**src/rtl/vc_sched_pkg.sv**
```systemverilog
// Shared types and constants for the virtual-channel output scheduler.
//
// Contents:
//   FLIT_WIDTH      - default flit width; the top two bits carry the flit type
//   FLIT_TYPE_MSB/LSB - bit positions of the type field inside a flit
//   flit_type_t     - HEAD / BODY / TAIL / HEAD_TAIL encodings
//   sched_state_t   - scheduler lock FSM states (idle / locked)
//   is_pkt_cont()   - true for flit types that continue an open packet
package vc_sched_pkg;

  localparam int unsigned FLIT_WIDTH    = 34;
  localparam int unsigned FLIT_TYPE_MSB = 33;
  localparam int unsigned FLIT_TYPE_LSB = 32;

  typedef enum logic [1:0] {
    FlitHead     = 2'b00,
    FlitBody     = 2'b01,
    FlitHeadTail = 2'b10,
    FlitTail     = 2'b11
  } flit_type_t;

  typedef enum logic [0:0] {
    StIdle   = 1'b0,
    StLocked = 1'b1
  } sched_state_t;

  // BODY and TAIL are only legal inside a packet opened by a HEAD.
  function automatic logic is_pkt_cont(flit_type_t t);
    return (t == FlitBody) || (t == FlitTail);
  endfunction

endpackage

```
**src/rtl/rr_arbiter.sv**
```systemverilog
// Masked round-robin priority encoder.
//
// Grants the first asserted request at or after ptr_i, searching upward and
// wrapping modulo NumReq (NumReq must be a power of two).
//
// Ports:
//   req_i   - request vector
//   ptr_i   - highest-priority index for this cycle
//   grant_o - one-hot grant (all zero when no request)
//   idx_o   - index of the granted request (zero when no request)
//   any_o   - at least one request present
module rr_arbiter #(
  parameter int unsigned NumReq = 4,
  localparam int unsigned IdxW  = $clog2(NumReq)
) (
  input  logic [NumReq-1:0] req_i,
  input  logic [IdxW-1:0]   ptr_i,
  output logic [NumReq-1:0] grant_o,
  output logic [IdxW-1:0]   idx_o,
  output logic              any_o
);

  logic [IdxW-1:0] cand;
  logic            found;

  always_comb begin
    grant_o = '0;
    idx_o   = '0;
    found   = 1'b0;
    cand    = '0;
    for (int unsigned i = 0; i < NumReq; i++) begin
      // Truncating add gives the modulo wrap for free.
      cand = ptr_i + IdxW'(i);
      if (!found && req_i[cand]) begin
        found         = 1'b1;
        grant_o[cand] = 1'b1;
        idx_o         = cand;
      end
    end
    any_o = found;
  end

endmodule

```
**src/rtl/vc_out_scheduler.sv**
```systemverilog
// Output-link scheduler for N_VIRT_CHN virtual-channel buffers.
//
// Picks one VC per cycle with a round-robin arbiter and forwards its flit to
// the link with zero-cycle latency. Under backpressure the current grant is
// held as long as the granted VC keeps its valid asserted.
//
// Build option:
//   VC_SCHED_WORMHOLE_LOCK_EN - when defined, a HEAD flit locks the link to its
//     VC until the matching TAIL, and packet-framing violations set the sticky
//     proto_err_o flag. When undefined, flits interleave per cycle and
//     proto_err_o is tied low.
//
// Ports:
//   clk         - clock, rising edge
//   arst        - asynchronous active-low reset
//   vc_valid_i  - per-VC flit valid
//   vc_flit_i   - per-VC flit, VC k at [k*FLIT_WIDTH +: FLIT_WIDTH]
//   vc_ready_o  - per-VC pop strobe (one-hot or zero)
//   fdata_o     - granted flit, zero when valid_o is low
//   valid_o     - link valid
//   vc_id_o     - VC index of fdata_o
//   ready_i     - link ready
//   proto_err_o - sticky protocol-error flag
module vc_out_scheduler #(
  parameter int unsigned N_VIRT_CHN = 4,
  parameter int unsigned FLIT_WIDTH = vc_sched_pkg::FLIT_WIDTH,
  localparam int unsigned IdxW      = $clog2(N_VIRT_CHN)
) (
  input  logic                             clk,
  input  logic                             arst,
  input  logic [N_VIRT_CHN-1:0]            vc_valid_i,
  input  logic [N_VIRT_CHN*FLIT_WIDTH-1:0] vc_flit_i,
  output logic [N_VIRT_CHN-1:0]            vc_ready_o,
  output logic [FLIT_WIDTH-1:0]            fdata_o,
  output logic                             valid_o,
  output logic [IdxW-1:0]                  vc_id_o,
  input  logic                             ready_i,
  output logic                             proto_err_o
);

  import vc_sched_pkg::*;

  logic [IdxW-1:0]       rr_ptr_q, rr_ptr_d;
  logic                  hold_q, hold_d;
  logic [IdxW-1:0]       hold_vc_q, hold_vc_d;

  logic [N_VIRT_CHN-1:0] elig;
  logic [N_VIRT_CHN-1:0] req;
  logic [N_VIRT_CHN-1:0] grant;
  logic [IdxW-1:0]       gnt_idx;
  logic                  gnt_any;
  logic [FLIT_WIDTH-1:0] gnt_flit;
  flit_type_t            gnt_type;
  logic                  xfer;

`ifdef VC_SCHED_WORMHOLE_LOCK_EN
  sched_state_t          state_q, state_d;
  logic [IdxW-1:0]       lock_vc_q, lock_vc_d;
  logic                  err_q, err_d;
  logic [N_VIRT_CHN-1:0] lock_mask;

  always_comb begin
    lock_mask            = '0;
    lock_mask[lock_vc_q] = 1'b1;
    elig = (state_q == StLocked) ? (vc_valid_i & lock_mask) : vc_valid_i;
  end
`else
  always_comb begin
    elig = vc_valid_i;
  end
`endif

  // A stalled grant is pinned so a newly valid higher-priority VC cannot
  // swap the flit out from under the link.
  always_comb begin
    req = elig;
    if (hold_q && elig[hold_vc_q]) begin
      req            = '0;
      req[hold_vc_q] = 1'b1;
    end
  end

  rr_arbiter #(
    .NumReq(N_VIRT_CHN)
  ) u_rr_arbiter (
    .req_i  (req),
    .ptr_i  (rr_ptr_q),
    .grant_o(grant),
    .idx_o  (gnt_idx),
    .any_o  (gnt_any)
  );

  assign gnt_flit = vc_flit_i[gnt_idx*FLIT_WIDTH +: FLIT_WIDTH];
  assign gnt_type = flit_type_t'(gnt_flit[FLIT_TYPE_MSB:FLIT_TYPE_LSB]);

  // Outputs are combinational from vc_valid_i, so they are gated by reset too.
  always_comb begin
    valid_o    = arst & gnt_any;
    xfer       = valid_o & ready_i;
    fdata_o    = valid_o ? gnt_flit : '0;
    vc_id_o    = valid_o ? gnt_idx : '0;
    vc_ready_o = xfer ? grant : '0;
  end

  always_comb begin
    rr_ptr_d  = xfer ? (gnt_idx + IdxW'(1)) : rr_ptr_q;
    hold_d    = valid_o & ~ready_i;
    hold_vc_d = gnt_idx;
  end

  always_ff @(posedge clk or negedge arst) begin
    if (!arst) begin
      rr_ptr_q  <= '0;
      hold_q    <= 1'b0;
      hold_vc_q <= '0;
    end else begin
      rr_ptr_q  <= rr_ptr_d;
      hold_q    <= hold_d;
      hold_vc_q <= hold_vc_d;
    end
  end

`ifdef VC_SCHED_WORMHOLE_LOCK_EN
  always_comb begin
    state_d   = state_q;
    lock_vc_d = lock_vc_q;
    err_d     = err_q;
    if (xfer) begin
      unique case (state_q)
        StIdle: begin
          if (gnt_type == FlitHead) begin
            state_d   = StLocked;
            lock_vc_d = gnt_idx;
          end else if (is_pkt_cont(gnt_type)) begin
            err_d = 1'b1;
          end
        end
        StLocked: begin
          if (gnt_type == FlitHead) begin
            err_d = 1'b1;
          end else if ((gnt_type == FlitTail) && (gnt_idx == lock_vc_q)) begin
            state_d = StIdle;
          end
        end
        default: state_d = StIdle;
      endcase
    end
  end

  always_ff @(posedge clk or negedge arst) begin
    if (!arst) begin
      state_q   <= StIdle;
      lock_vc_q <= '0;
      err_q     <= 1'b0;
    end else begin
      state_q   <= state_d;
      lock_vc_q <= lock_vc_d;
      err_q     <= err_d;
    end
  end

  assign proto_err_o = err_q;
`else
  assign proto_err_o = 1'b0;
`endif

endmodule

```
**config.mk**
```make
export PLATFORM = sky130hd
export DESIGN_NAME = vc_out_scheduler
export DESIGN_NICKNAME = d
export VERILOG_FILES = /design/src/rtl/vc_sched_pkg.sv /design/src/rtl/rr_arbiter.sv /design/src/rtl/vc_out_scheduler.sv
export SDC_FILE = /design/constraint.sdc
export NUM_CORES = 1
export LEC_CHECK = 0
export CORE_MARGIN = 2
export CORE_UTILIZATION = 58
export DETAILED_ROUTE_END_ITERATION = 8
export DONT_BUFFER_PORTS = 1
export PLACE_DENSITY = 0.76
export RECOVER_POWER = 100
export SLEW_MARGIN = 20
export SYNTH_ARGS = -nofsm -noshare
export SYNTH_HDL_FRONTEND = slang
export SYNTH_SLANG_ARGS = --single-unit
```
**constraint.sdc**
```tcl
create_clock -name clk -period 4.2 [get_ports clk]
set_clock_uncertainty 0.05 [all_clocks]
set_input_delay 0.84 -clock clk [delete_from_list [all_inputs] [get_ports clk]]
set_output_delay 0.84 -clock clk [all_outputs]
set_load 0.02 [all_outputs]
```
Yosys cells after proc, flatten, opt, wreduce, memory -nomap -nowiden
Index checks and enable logic that the tools add are counted.
{"block": "word_totals", "inputBits": 143, "output_inout_bits": 42, "word_cells": 74, "ff_bits": 5}
{"block": "op_classes", "addsub": 4, "magnitude_cmp": 10, "mul": 1, "bitwise": 7, "reduce_logical": 12, "n_mux": 36, "shift": 1}
{"operator": "136-bit by 9-bit indexed part select with 34-bit output", "n": 1}
{"operator": "34-bit two-way mux", "n": 1}
{"operator": "4-bit two-way mux", "n": 6}
{"operator": "2-bit by 3-bit less-than comparator with 1-bit output (second input constant)", "n": 5}
{"operator": "1-bit two-way mux", "n": 14}
{"operator": "4-bit OR", "n": 3}
{"operator": "1-bit binary-select mux with 2-bit select", "n": 5}
{"operator": "1-bit demux with 2-bit select", "n": 5}
{"operator": "2-bit by 1-bit >= comparator with 1-bit output (second input constant)", "n": 5}
{"operator": "2-bit two-way mux", "n": 5}
{"operator": "1-bit logical AND", "n": 9}
{"operator": "2-bit by 5-bit multiplier with 7-bit output (second input constant)", "n": 1}
{"operator": "2-bit by 1-bit adder with 2-bit output (second input constant)", "n": 2}
{"operator": "2-bit adder (second input constant)", "n": 2}
{"operator": "1-bit AND", "n": 3}
{"operator": "1-bit logical NOT", "n": 3}
{"operator": "1-bit NOT", "n": 1}

Depth between registers and ports, before layout
Gate-level depths: netlist of run 1.
{"block": "logic_depth", "ltp_word": 20, "mapped_depth": 14, "ltp_nobuf": 10}

By module
From an unflattened synthesis of run 1, not the netlist that was laid out.
{"block": "hier_totals", "cells_unflattened": 200, "area_unflattened_um2": 1979.4}
{"module": "vc_out_scheduler", "seq_area_each_um2": 125.1, "n_inst": 1, "area_each_um2": 1557.7, "cells_per_inst": 155}
{"module": "rr_arbiter", "seq_area_each_um2": 0.0, "n_inst": 1, "area_each_um2": 421.7, "cells_per_inst": 45}

Worst setup path after synthesis of run 1
No wires, ideal clock.
{"block": "synth_timing", "path_type": "register to output", "from": "register rr_ptr_q[0]", "to": "output port fdata_o[10]", "n_path_buf": 4, "path_slack_ns": -0.388, "arrival_ns": 3.698, "path_stages_with_launch": 13, "required_time_ns": 3.310, "path_cell_list": "dfrtp_1 buf_2 clkbuf_1 inv_1 ha_1 o21ai_2 o32a_1 a221oi_2 a21o_1 buf_4 clkbuf_4 a221oi_2 a311oi_1"}
{"block": "synth_via", "elab_chain_cells": 15, "word_cells_on_any_way": 29}
{"element": "start, declared", "line": "vc_out_scheduler.sv:43", "rtl": "logic [IdxW-1:0] rr_ptr_q, rr_ptr_d;"}
{"element": "start signal, assigned", "line": "vc_out_scheduler.sv:117", "rtl": "rr_ptr_q <= rr_ptr_d;"}
{"element": "branches (longest 14 deep; another with 2-bit by 5-bit multiplier with 7-bit output)"}
{"element": "34-bit two-way mux *", "line": "vc_out_scheduler.sv:100", "rtl": "fdata_o = valid_o ? gnt_flit : '0;"}
{"element": "end, declared", "line": "vc_out_scheduler.sv:34", "rtl": "output logic [FLIT_WIDTH-1:0] fdata_o,"}
Every way passes the cells marked *. The select of a mux whose other input is x is not followed.

Worst setup path after layout of run 1
{"block": "layout_timing", "from": "register hold_vc_q[0]", "to": "output port fdata_o[6]"}
{"block": "layout_via", "elab_chain_cells": 20, "word_cells_on_any_way": 35}
{"element": "start, declared", "line": "vc_out_scheduler.sv:45", "rtl": "logic [IdxW-1:0] hold_vc_q, hold_vc_d;"}
{"element": "start signal, assigned", "line": "vc_out_scheduler.sv:119", "rtl": "hold_vc_q <= hold_vc_d;"}
{"element": "2-bit by 3-bit less-than comparator with 1-bit output (implied by the code) / 2-bit by 1-bit >= comparator with 1-bit output (equally long branches)", "line": "vc_out_scheduler.sv:79", "rtl": "req[hold_vc_q] = 1'b1;"}
{"element": "1-bit logical AND (implied by the code)", "line": "vc_out_scheduler.sv:79"}
{"element": "1-bit two-way mux (implied by the code)", "line": "vc_out_scheduler.sv:79"}
{"element": "1-bit demux with 2-bit select", "line": "vc_out_scheduler.sv:79"}
{"element": "4-bit two-way mux *", "line": "vc_out_scheduler.sv:77", "rtl": "if (hold_q && elig[hold_vc_q]) begin"}
{"element": "1-bit binary-select mux with 2-bit select", "line": "rr_arbiter.sv:34", "rtl": "if (!found && req_i[cand]) begin"}
{"element": "1-bit two-way mux (implied by the code)", "line": "rr_arbiter.sv:34"}
{"element": "1-bit two-way mux", "line": "rr_arbiter.sv:34"}
{"element": "[4 not listed]"}
{"element": "1-bit logical AND", "line": "rr_arbiter.sv:34"}
{"element": "1-bit two-way mux", "line": "rr_arbiter.sv:34"}
{"element": "1-bit logical NOT", "line": "rr_arbiter.sv:34"}
{"element": "1-bit logical AND", "line": "rr_arbiter.sv:34"}
{"element": "2-bit two-way mux", "line": "rr_arbiter.sv:34"}
{"element": "2-bit by 5-bit multiplier with 7-bit output", "line": "vc_out_scheduler.sv:93", "rtl": "assign gnt_flit = vc_flit_i[gnt_idx*FLIT_WIDTH +: FLIT_WIDTH];"}
{"element": "136-bit by 9-bit indexed part select with 34-bit output", "line": "vc_out_scheduler.sv:93"}
{"element": "34-bit two-way mux *", "line": "vc_out_scheduler.sv:100"}
Every way passes the cells marked *; elsewhere a longest branch is shown, timed or not. The select of a mux whose other input is x is not followed.

==> results.md, run 1 <==
- Synth async-reset ratio: 100.0%
- Buf+Inv Stages, Crit Path: 2
- Max IR drop VDD: 0.8224 mV
- CTS Sinks: 5
- Register clock-pin slew on the reported worst setup and hold paths: 0.04 ns
- Initial antenna violation count: 0
- H-tree levels: 1
- Pre-Repair DR Iteration Count: 5
- DRC: 0
- Diodes inserted: 0
- Yosys top cell by area: a221oi_2
- Core area: 0.004414 sq mm
- Final Hold Fails: 0
- Kind of critical path: reg -> out
- # rows: 24
- Routed WL: between 9000 and 10000 um
- Synthesized cell area: 0.002691 sq mm
- Vias in the first global route: 3251
- Nets@finish: 559
- Die height: 72.12 um
- Min Tclk post-route: 4.101 ns
- Critical path data arrival time: about 3.2 ns
- Critical Path End Type: primary output
- Status: finished, final reports clean
- GRT Total Usage: 35.73%
- IO Count: between 150 and 200
- Post-synth top area share: 17.29%
- DRT antenna net count: 0
- Fmax: 243.8 MHz
- Pleak: 1.292 nW
- Routed vias/inst: between 7 and 8
- Max Cap Violations: 0
- Drt first-iter violations: 438
- Placed cells: 454
- Maximum root-to-sink buffer count: 2
- Num CTS Buffers: 3
- Top FF cell, synth: dfrtp_1
- GP Congestion: 1.033
- Die W: just over 70 um
- Commonest cells post-synth: nand2_1, inv_1, a211oi_1
- CTS tree: done
- Yosys reg bits: 5
- Max Slew Vio Count: 0
- Unique masters post-synth: 52
- Clk Latency, worst-skew pair: 0.23 ns
- Setup TNS: 0 ns
- Die area: 0.005201 sq mm
- PortBufs: 0
- Slew @ Worst Pin: 0.6555 ns
- Worst path max stage delay: 0.50 ns
- Post-synth EDFFs: 0
- Final instance count without filler cells: 459
- Grt total ovfl: 0
- Slowest CP cell: dfrtp_2
- Ranking of synthesized cells by area: a221oi_2, nand2_1, a311oi_1, a211oi_1, inv_1
- Area grow syn2layout: 28.03%
- Post-DP HPWL: roughly 7600 um
- Final critical-path share of the clock period: between 90 and 100%
- Largest net degree at the start of global routing: 39
- Post-route setup slack: 0.09885 ns
- Most common cell in the netlist: nand2_1
- Initial Utilization: 60.97%
- Ys Warns: 0
- Pwr dens: 1314 mW/mm^2
- Share of cells above drive strength 1: 39.80%
- Slew HR: 56.17%
- Syn Inst Count: 378
- Detailed-route wire length per cell: around 21 um
- Sequential element share of the synthesized area: under 10%
- Critical path startpoint category: flip-flop
- Crit path max-delay family: compound AO/OA/AOI/OAI gates
- CTS root buf: clkbuf_8
- Place WS: ~0.038 ns
- Worst Path Max Fanout: 35
- Vias: around 3400
- First-pass GRT wire length: 15060 um
- Critical path required time: 3.31 ns
- RSZ-0062 raised after global routing: false
- Final setup viols: 0
- Final hold slack: approximately 0.26 ns
- Worst hold path type: in -> async
- CP Cell Sequence: mux2i_2 > o221a_2 > mux4_2 > nand2b_4 > or3_2 > buf_12 > a221oi_1 > a311oi_2 > buf_4
- Synthesized area per cell: between 7 and 8 sq um
- Syn Nets: between 500 and 600
==> flip-flops by register name (all words and copies together), names as in the netlist <==
register / cells
hold_vc_q: 2
rr_ptr_q: 2
hold_q: 1
==> cells in the final DEF (no fill, tap or decap), types with 5 or more instances in the layout <==
master    count
nand3_1       6
a221oi_2     30
nor2_1        5
a21oi_1      16
buf_4        38
a211oi_1     35
inv_1        37
a311oi_2     30
clkbuf_1      5
buf_12        6
clkbuf_2     18
nand2_1      83
ha_1          7
==> metrics by stage <==
stage                     power, mW  cell area [sq um]  utilization [%]
after global placement        4.396               3438            77.89
after global routing          4.801               3446            78.06
after floorplan               3.303               2984                -
final                         4.529               3446            78.06
after detailed placement      4.505               3438            77.89
after CTS                     4.622               3497            79.22
==> repair_timing <==
| item | CTS | global route |
|---|---|---|
| setup endpoints to repair | 34 | 34 |
| hold buffers | 0 | 0 |
| endpoints found under the hold margin | 0 | 0 |
| setup buffers | 0 | 1 |
| resized for setup | 4 | 7 |
| cloned | 0 | 0 |
| pin swaps | 1 | 1 |
==> power by group <==
part	total (mW)	internal, mW	leakage, nW	switching (mW)
clock	0.0917	0.0654	0.0228	0.0263
combinational	4.32	1.71	1.21	2.61
sequential	0.118	0.0731	0.0592	0.0453
==> cell families (layout without fill, tap and decap cells) <==
family | Yosys count | in the layout | share of synthesized area (%)
buffers and inverters | 82 | 111 | 14.09
AOI/OAI and AO/OA | 161 | 161 | 55.42
DFF | 5 | 5 | 4.649
adders and majority gates | 8 | 8 | 3.719
other | 1 | 1 | 0.1393
and+or+nand+nor | 113 | 113 | 18.27
muxes | 8 | 8 | 3.719
==> final cells by class <==
class / instances / area (sq um)
multi-input cells: 291 / 2541
repair buffers: 68 / 520.5
clock buffers: 4 / 45.04
flip-flops and latches: 5 / 127.6
well taps: 52 / 65.06
inverters: 39 / 146.4
fillers: 328 / 968.4
==> metal layers <==
metal / global-route usage (%) / part of all wire, %
met5: 0 / 0
met4: 13.63 / 2.6
met3: 5.139 / 7.3
met2: 60.55 / 53
met1: 45.65 / 38
==> path summary, 6_finish.rpt <==
path	slack, ns	cells after the start	end	from
worst max-delay path	0.1	9	fdata_o[6]	hold_vc_q[0]$_DFF_PN0_
worst min-delay path	0.26	0	hold_vc_q[1]$_DFF_PN0_	arst
worst max register to register	1.19	9	rr_ptr_q[1]$_DFFE_PN0P_	hold_vc_q[0]$_DFF_PN0_
worst min register to register	0.60	1	rr_ptr_q[0]$_DFFE_PN0P_	rr_ptr_q[0]$_DFFE_PN0P_
max in group asynchronous	3.76	0	hold_vc_q[0]$_DFF_PN0_	arst
min in group clk	0.60	1	rr_ptr_q[0]$_DFFE_PN0P_	rr_ptr_q[0]$_DFFE_PN0P_
Power figures use the tool's default switching activity.
==> inputs of run 2 (changes only) <==
--- a/config.mk
+++ b/config.mk
@@ -5,6 +5,7 @@
 export SDC_FILE = /design/constraint.sdc
 export NUM_CORES = 1
 export LEC_CHECK = 0
+export ABC_AREA = 1
 export CORE_MARGIN = 2
 export CORE_UTILIZATION = 58
 export DETAILED_ROUTE_END_ITERATION = 8
==> results.md, run 2 <==
- Final Hold Fails: 0 (unchanged)
- Die height: 72.66 um (+0.74%)
- RSZ-0062 raised after global routing: false
- Ys Warns: 0 (unchanged)
- Maximum root-to-sink buffer count: 2 (unchanged)
- Detailed-route wire length per cell: 14.39 um (-33%)
- Post-DP HPWL: 6353 um (-16%)
- Num CTS Buffers: 3 (unchanged)
- Max Cap Violations: 0 (unchanged)
- GP Congestion: 0.9078 (-12%)
- Commonest cells after routing, fill and taps aside: nand3_1, inv_1, nand2_1
- GRT Total Usage: 30.02% (-5.7 points)
- Max Slew Vio Count: 0 (unchanged)
- CTS Sinks: 5 (unchanged)
- H-tree levels: 1 (unchanged)
- Routed vias/inst: 5.795 (-21%)
- Initial Utilization: 61.51% (+0.55 points)
- CTS tree: done
- Initial antenna violation count: 0 (unchanged)
- Synthesized area per cell: 5.217 sq um (-27%)
- Fmax: 250.8 MHz (+2.9%)
- DRC: 0 (unchanged)
- Final critical-path share of the clock period: 94.93% (-2.7 points)
- Vias: 3425 (+1.5%)
- Synth async-reset ratio: 100.0% (unchanged)
- PortBufs: 0 (unchanged)
- Worst Path Max Fanout: 72 (+110%)
- Routed WL: 8507 um (-14%)
- Largest net degree at the start of global routing: 73 (+87%)
- Kind of critical path: reg -> out
- # Post-CTS Setup Buffers: 0 (unchanged)
- Clk Latency, worst-skew pair: 0.22 ns (about the same)
- Die W: 72.66 um (+0.74%)
- Commonest cells post-synth: nand3_1, inv_1, nand2_1
- Post-synth EDFFs: 0 (unchanged)
- Status: finished, final reports clean
- Worst hold path type: in -> async
- Yosys top cell by area: nand3_1
- Top flop regs: hold_vc_q: 2 flops, rr_ptr_q: 2 flops, hold_q: 1 flops
- Critical path startpoint category: flip-flop
- DRT antenna net count: 0 (unchanged)
- Final setup viols: 0 (unchanged)
- Core area: 0.004444 sq mm (+0.68%)
- # rows: 24 (unchanged)
- Area grow syn2layout: 7.506%
- Sequential element share of the synthesized area: 4.577% (-0.072 points)
- Ranking of synthesized cells by area: nand3_1, inv_1, nand2_1, nand3b_1, a21oi_1
- Vias in the first global route: 3023 (-7.0%)
- Grt total ovfl: 0 (unchanged)
- IO Count: 185 (unchanged)
- Min Tclk post-route: 3.987 ns (-0.1140 ns)
- Register clock-pin slew on the reported worst setup and hold paths: 0.04 ns (about the same)
- Nets@finish: 691 (+24%)
- Pre-Repair DR Iteration Count: 5 (unchanged)
- Share of cells above drive strength 1: 12.24% (-28 points)
- Synthesized cell area: 0.002734 sq mm (+1.6%)
- Top FF cell, synth: dfrtp_1
- Syn Nets: 675 (+28%)
- Setup TNS: 0 ns (unchanged)
- Critical Path End Type: primary output
- Yosys reg bits: 5 (unchanged)
- Hold buffers post-CTS: 0 (unchanged)
- Commonest non-fill, non-tap cell in the layout: nand3_1
- CTS root buf: clkbuf_8
- Diodes inserted: 0 (unchanged)
- Die area: 0.005279 sq mm (+1.5%)
- Post_cts resized: 0 (-4)
- First-pass GRT wire length: 13140 um (-13%)
- Critical path required time: 3.31 ns (about the same)
- Post-synth top area share: 23.80% (+6.5 points)
- Critical path data arrival time: 3.10 ns (-0.11 ns)
- Most common cell in the netlist: nand3_1
- Syn Inst Count: 524 (+39%)
- Unique masters post-synth: 28 (-46%)
- Drt first-iter violations: 316 (-28%)
run 2: cell types whose count changed in the layout (fill, tap and decap cells not counted), sizes merged, moves of 20 or more:
cell / before / now
a311oi: 34 / 0
a211oi: 36 / 0
a221oi: 35 / 0
buf: 46 / 15
a21oi: 16 / 36
nand3b: 4 / 35
nand3: 6 / 135
nand2: 83 / 109
inv: 38 / 124
run 2: cell families (layout without fill, tap and decap cells):
logic type | count (synthesis) | count (layout) | share of synthesized area, %
other | 1 | 1 | 0.1372
and+or+nand+nor | 306 | 306 | 57.94
adders and majority gates | 8 | 8 | 3.661
buffers and inverters | 160 | 175 | 24.67
AOI/OAI and AO/OA | 44 | 44 | 9.016
DFF | 5 | 5 | 4.577
run 2: layout make-up:
class,count,area (sq um)
multi-input cells,359,1931
fillers,424,1505
inverters,125,469.2
repair buffers,46,304.0
flip-flops and latches,5,125.1
well taps,52,65.06
clock buffers,4,45.04
run 2: path summary, 6_finish.rpt:
| path | endpoint | slack, ns | depth (start not counted) | startpoint |
|---|---|---|---|---|
| min | hold_q$_DFF_PN0_ | 0.27 | 0 | arst |
| min reg2reg | rr_ptr_q[1]$_DFFE_PN0P_ | 0.70 | 2 | rr_ptr_q[1]$_DFFE_PN0P_ |
| min in group clk | hold_q$_DFF_PN0_ | 0.63 | 1 | ready_i |
| max reg2reg | rr_ptr_q[1]$_DFFE_PN0P_ | 1.41 | 11 | rr_ptr_q[1]$_DFFE_PN0P_ |
| max | fdata_o[2] | 0.21 | 13 | rr_ptr_q[1]$_DFFE_PN0P_ |
| max in group asynchronous | rr_ptr_q[1]$_DFFE_PN0P_ | 3.77 | 0 | arst |
run 2: per-layer routing:
layer	routed length, um	vias up	part of all wire, %	global-route usage, %
met2	4284	204	50	54.85
li1	-	1677	-	-
met1	3303	1522	39	36.90
met4	161	0	1.9	6.790
met3	759	22	8.9	4.420
met5	0	-	0	0
run 2: through the flow:
stage	worst slack, ns	cells	util [%]	area (sq um)	hold slack, ns
after floorplan	0.5908	524	-	2734	0.4944
after global placement	0.3796	587	67.43	2997	0.4945
after detailed placement	0.2643	587	67.43	2997	0.4945
after CTS	0.2517	591	68.44	3042	0.2618
after global routing	0.001488	591	66.13	2939	0.2595
final	0.2128	591	66.13	2939	0.2662
run 2: critical path: stages, from the launching register on:
cell      delay [ns]
dfrtp_1         0.53
inv_1           0.25
ha_1            0.38
inv_1           0.14
nand3_1         0.14
nand2_2         0.19
nand4_4         0.20
nand2_2         0.15
nand2_2         0.07
buf_12          0.21
nand2_1         0.11
nand3_1         0.12
a21oi_1         0.19
clkbuf_2        0.19
Power of run 2 is left out: the tool's default activity adds up to more than one toggle a clock period on the data nets, which glitch-free logic cannot reach.
==> inputs of run 3 (changes only) <==
==> constraint.sdc (replaced) <==
create_clock -name clk -period 3.42 [get_ports clk]
set_clock_uncertainty 0.05 [all_clocks]
set_input_delay 0.684 -clock clk [delete_from_list [all_inputs] [get_ports clk]]
set_output_delay 0.684 -clock clk [all_outputs]
set_load 0.02 [all_outputs]
==> results.md, run 3 (synthesis results as in run 2) <==
- Max Cap Violations: 0 (unchanged)
- Critical path data arrival time: 2.88 ns (-0.22 ns)
- Reg2Reg Launch Point: hold_vc_q[0]$_DFF_PN0_
- Critical Path End Type: primary output
- Fmax: 276.6 MHz
- Final instance count without filler cells: 594 (+0.51%)
- Die W: 72.66 um (unchanged)
- Vias in the first global route: 3196 (+5.7%)
- Area grow syn2layout: 37.71%
- CTS tree: done
- GP Congestion: 0.9344 (+2.9%)
- FF-to-FF path depth: 18 (+7)
- Initial Utilization: 61.51% (unchanged)
- PortBufs: 0 (unchanged)
- FILL cells: 268 (-37%)
- Top flop regs: hold_vc_q: 2 flops, rr_ptr_q: 2 flops, hold_q: 1 flops
- Setup TNS: -3.570 ns (-3.570 ns)
- Failing checks: negative setup slack
- Diodes inserted: 0 (unchanged)
- Detailed-route wire length per cell: 18.56 um (+29%)
- Worst Path Max Fanout: 34 (-53%)
- Post-route setup slack: -0.1950 ns (-0.4078 ns)
- First-pass GRT wire length: 14250 um (+8.5%)
- Initial antenna violation count: 0 (unchanged)
- CTS Sinks: 5 (unchanged)
- Placed cells: 571 (-2.7%)
- Min Tclk post-route: about 3.6 ns
- Nets@finish: 694 (+0.43%)
- Capturing point of the worst reg2reg path: rr_ptr_q[1]$_DFFE_PN0P_
- Grt total ovfl: 0 (unchanged)
- Clk Latency, worst-skew pair: 0.23 ns (about the same)
- R2R setup slack: 0.78 ns (-0.63 ns)
- Hold buffers post-CTS: 0 (unchanged)
- Pre-Repair DR Iteration Count: 6 (+1)
- DRC: 0 (unchanged)
- # rows: 24 (unchanged)
- IO Count: 185 (unchanged)
- CTS root buf: clkbuf_8
- Final hold slack: 0.1024 ns (-0.1637 ns)
- Commonest non-fill, non-tap cell in the layout: inv_1
- Critical path required time: 2.69 ns (-0.62 ns)
- H-tree levels: 1 (unchanged)
- Final critical-path share of the clock period: 105.7%
- Final setup viols: 35 (+35)
- Largest net degree at the start of global routing: 69 (-5.5%)
- Kind of critical path: reg -> out
- Register clock-pin slew on the reported worst setup and hold paths: 0.04 ns (about the same)
- GRT Total Usage: 33.06% (+3.0 points)
- Die area: 0.005279 sq mm (unchanged)
- Share of cells above drive strength 1: 26.75% (+15 points)
- Maximum root-to-sink buffer count: 2 (unchanged)
- Post-DP HPWL: 6431 um (+1.2%)
- Routed vias/inst: 6.424 (+11%)
- Final Hold Fails: 0 (unchanged)
- Die height: 72.66 um (unchanged)
- Worst hold path type: in -> async
- DRT antenna net count: 0 (unchanged)
- Commonest cells after routing, fill and taps aside: inv_1, nand3_1, nand2_1
- Vias: 3816 (+11%)
- Critical path startpoint category: flip-flop
- RSZ-0062 raised after global routing: true
- Routed WL: 11030 um (+30%)
- Status: finished with violations
- Core area: 0.004444 sq mm (unchanged)
- Fin util: 84.71% (+19 points)
- Drt first-iter violations: 315 (-0.32%)
- Max Slew Vio Count: 0 (unchanged)
- Num CTS Buffers: 3 (unchanged)
[run 3: changes by cell type in the layout (fill, tap and decap cells not counted), moves of 10 or more]
cell | previous run | this run
nand3_2 | 3 | 22
buf_4 | 9 | 29
nand2_1 | 95 | 84
a21oi_1 | 35 | 0
a21oi_4 | 0 | 25
clkbuf_2 | 24 | 0
nand3_1 | 130 | 109
a21oi_2 | 1 | 11
[run 3: worst max-delay path by stage]
stage	start	endpoint	slack (ns)	depth (start not counted)
floorplan	rr_ptr_q[0]$_DFFE_PN0P_	fdata_o[10]	0.06	13
global placement	vc_valid_i[3]	fdata_o[3]	0.03	15
detailed placement	vc_valid_i[3]	fdata_o[1]	-0.02	17
CTS	hold_vc_q[0]$_DFF_PN0_	fdata_o[14]	-0.009	20
global route	hold_vc_q[0]$_DFF_PN0_	fdata_o[5]	-0.26	18
finish	hold_vc_q[0]$_DFF_PN0_	fdata_o[0]	-0.19	17
[run 3: area by class of cell]
class / count / area, sq um / share of cell area, %
clock buffers: 4 / 45.04 / 1.196
inverters: 125 / 469.2 / 12.46
multi-input cells: 359 / 2476 / 65.77
flip-flops and latches: 5 / 126.4 / 3.357
well taps: 52 / 65.06 / 1.728
repair buffers: 49 / 583.1 / 15.49
[run 3: stage by stage]
stage	worst slack, ns	cell area [sq um]
5_1_grt	-0.2606	3765
4_1_cts	-0.009152	3395
2_1_floorplan	0.06483	2861
3_5_place_dp	-0.01775	3079
3_3_place_gp	0.02544	3079
6_report	-0.1950	3765
[run 3: routing by layer]
layer / wire length (um) / vias up / GRT usage (%)
met5: 0 / - / 0
met4: 560 / 0 / 13.37
met3: 1091 / 83 / 5.801
met2: 5478 / 315 / 59.70
met1: 3894 / 1730 / 38.24
li1: - / 1688 / -
[run 3: repair_timing]
item                                    in CTS  in global routing
endpoints found under the setup margin      34                 40
pin swaps                                    5                 20
resized for setup                           29                 53
setup buffers                               10                  7
cloned                                       1                  2
[run 3: worst max-delay path, stage by stage (launching register included)]
cell and delay (ns):
dfrtp_2 0.43, inv_2 0.09, nand2_1 0.05, nand2_1 0.07
nand2_2 0.06, nand2_4 0.14, nand2_8 0.10, nand2_4 0.09
nand3_1 0.14, nand3_1 0.12, nand2_1 0.11, a21oi_2 0.23
nand2_4 0.11, buf_4 0.16, clkbuf_16 0.20, nand3b_1 0.13
nand3_1 0.15, a21oi_4 0.26
Power of run 3 is left out for the same reason.
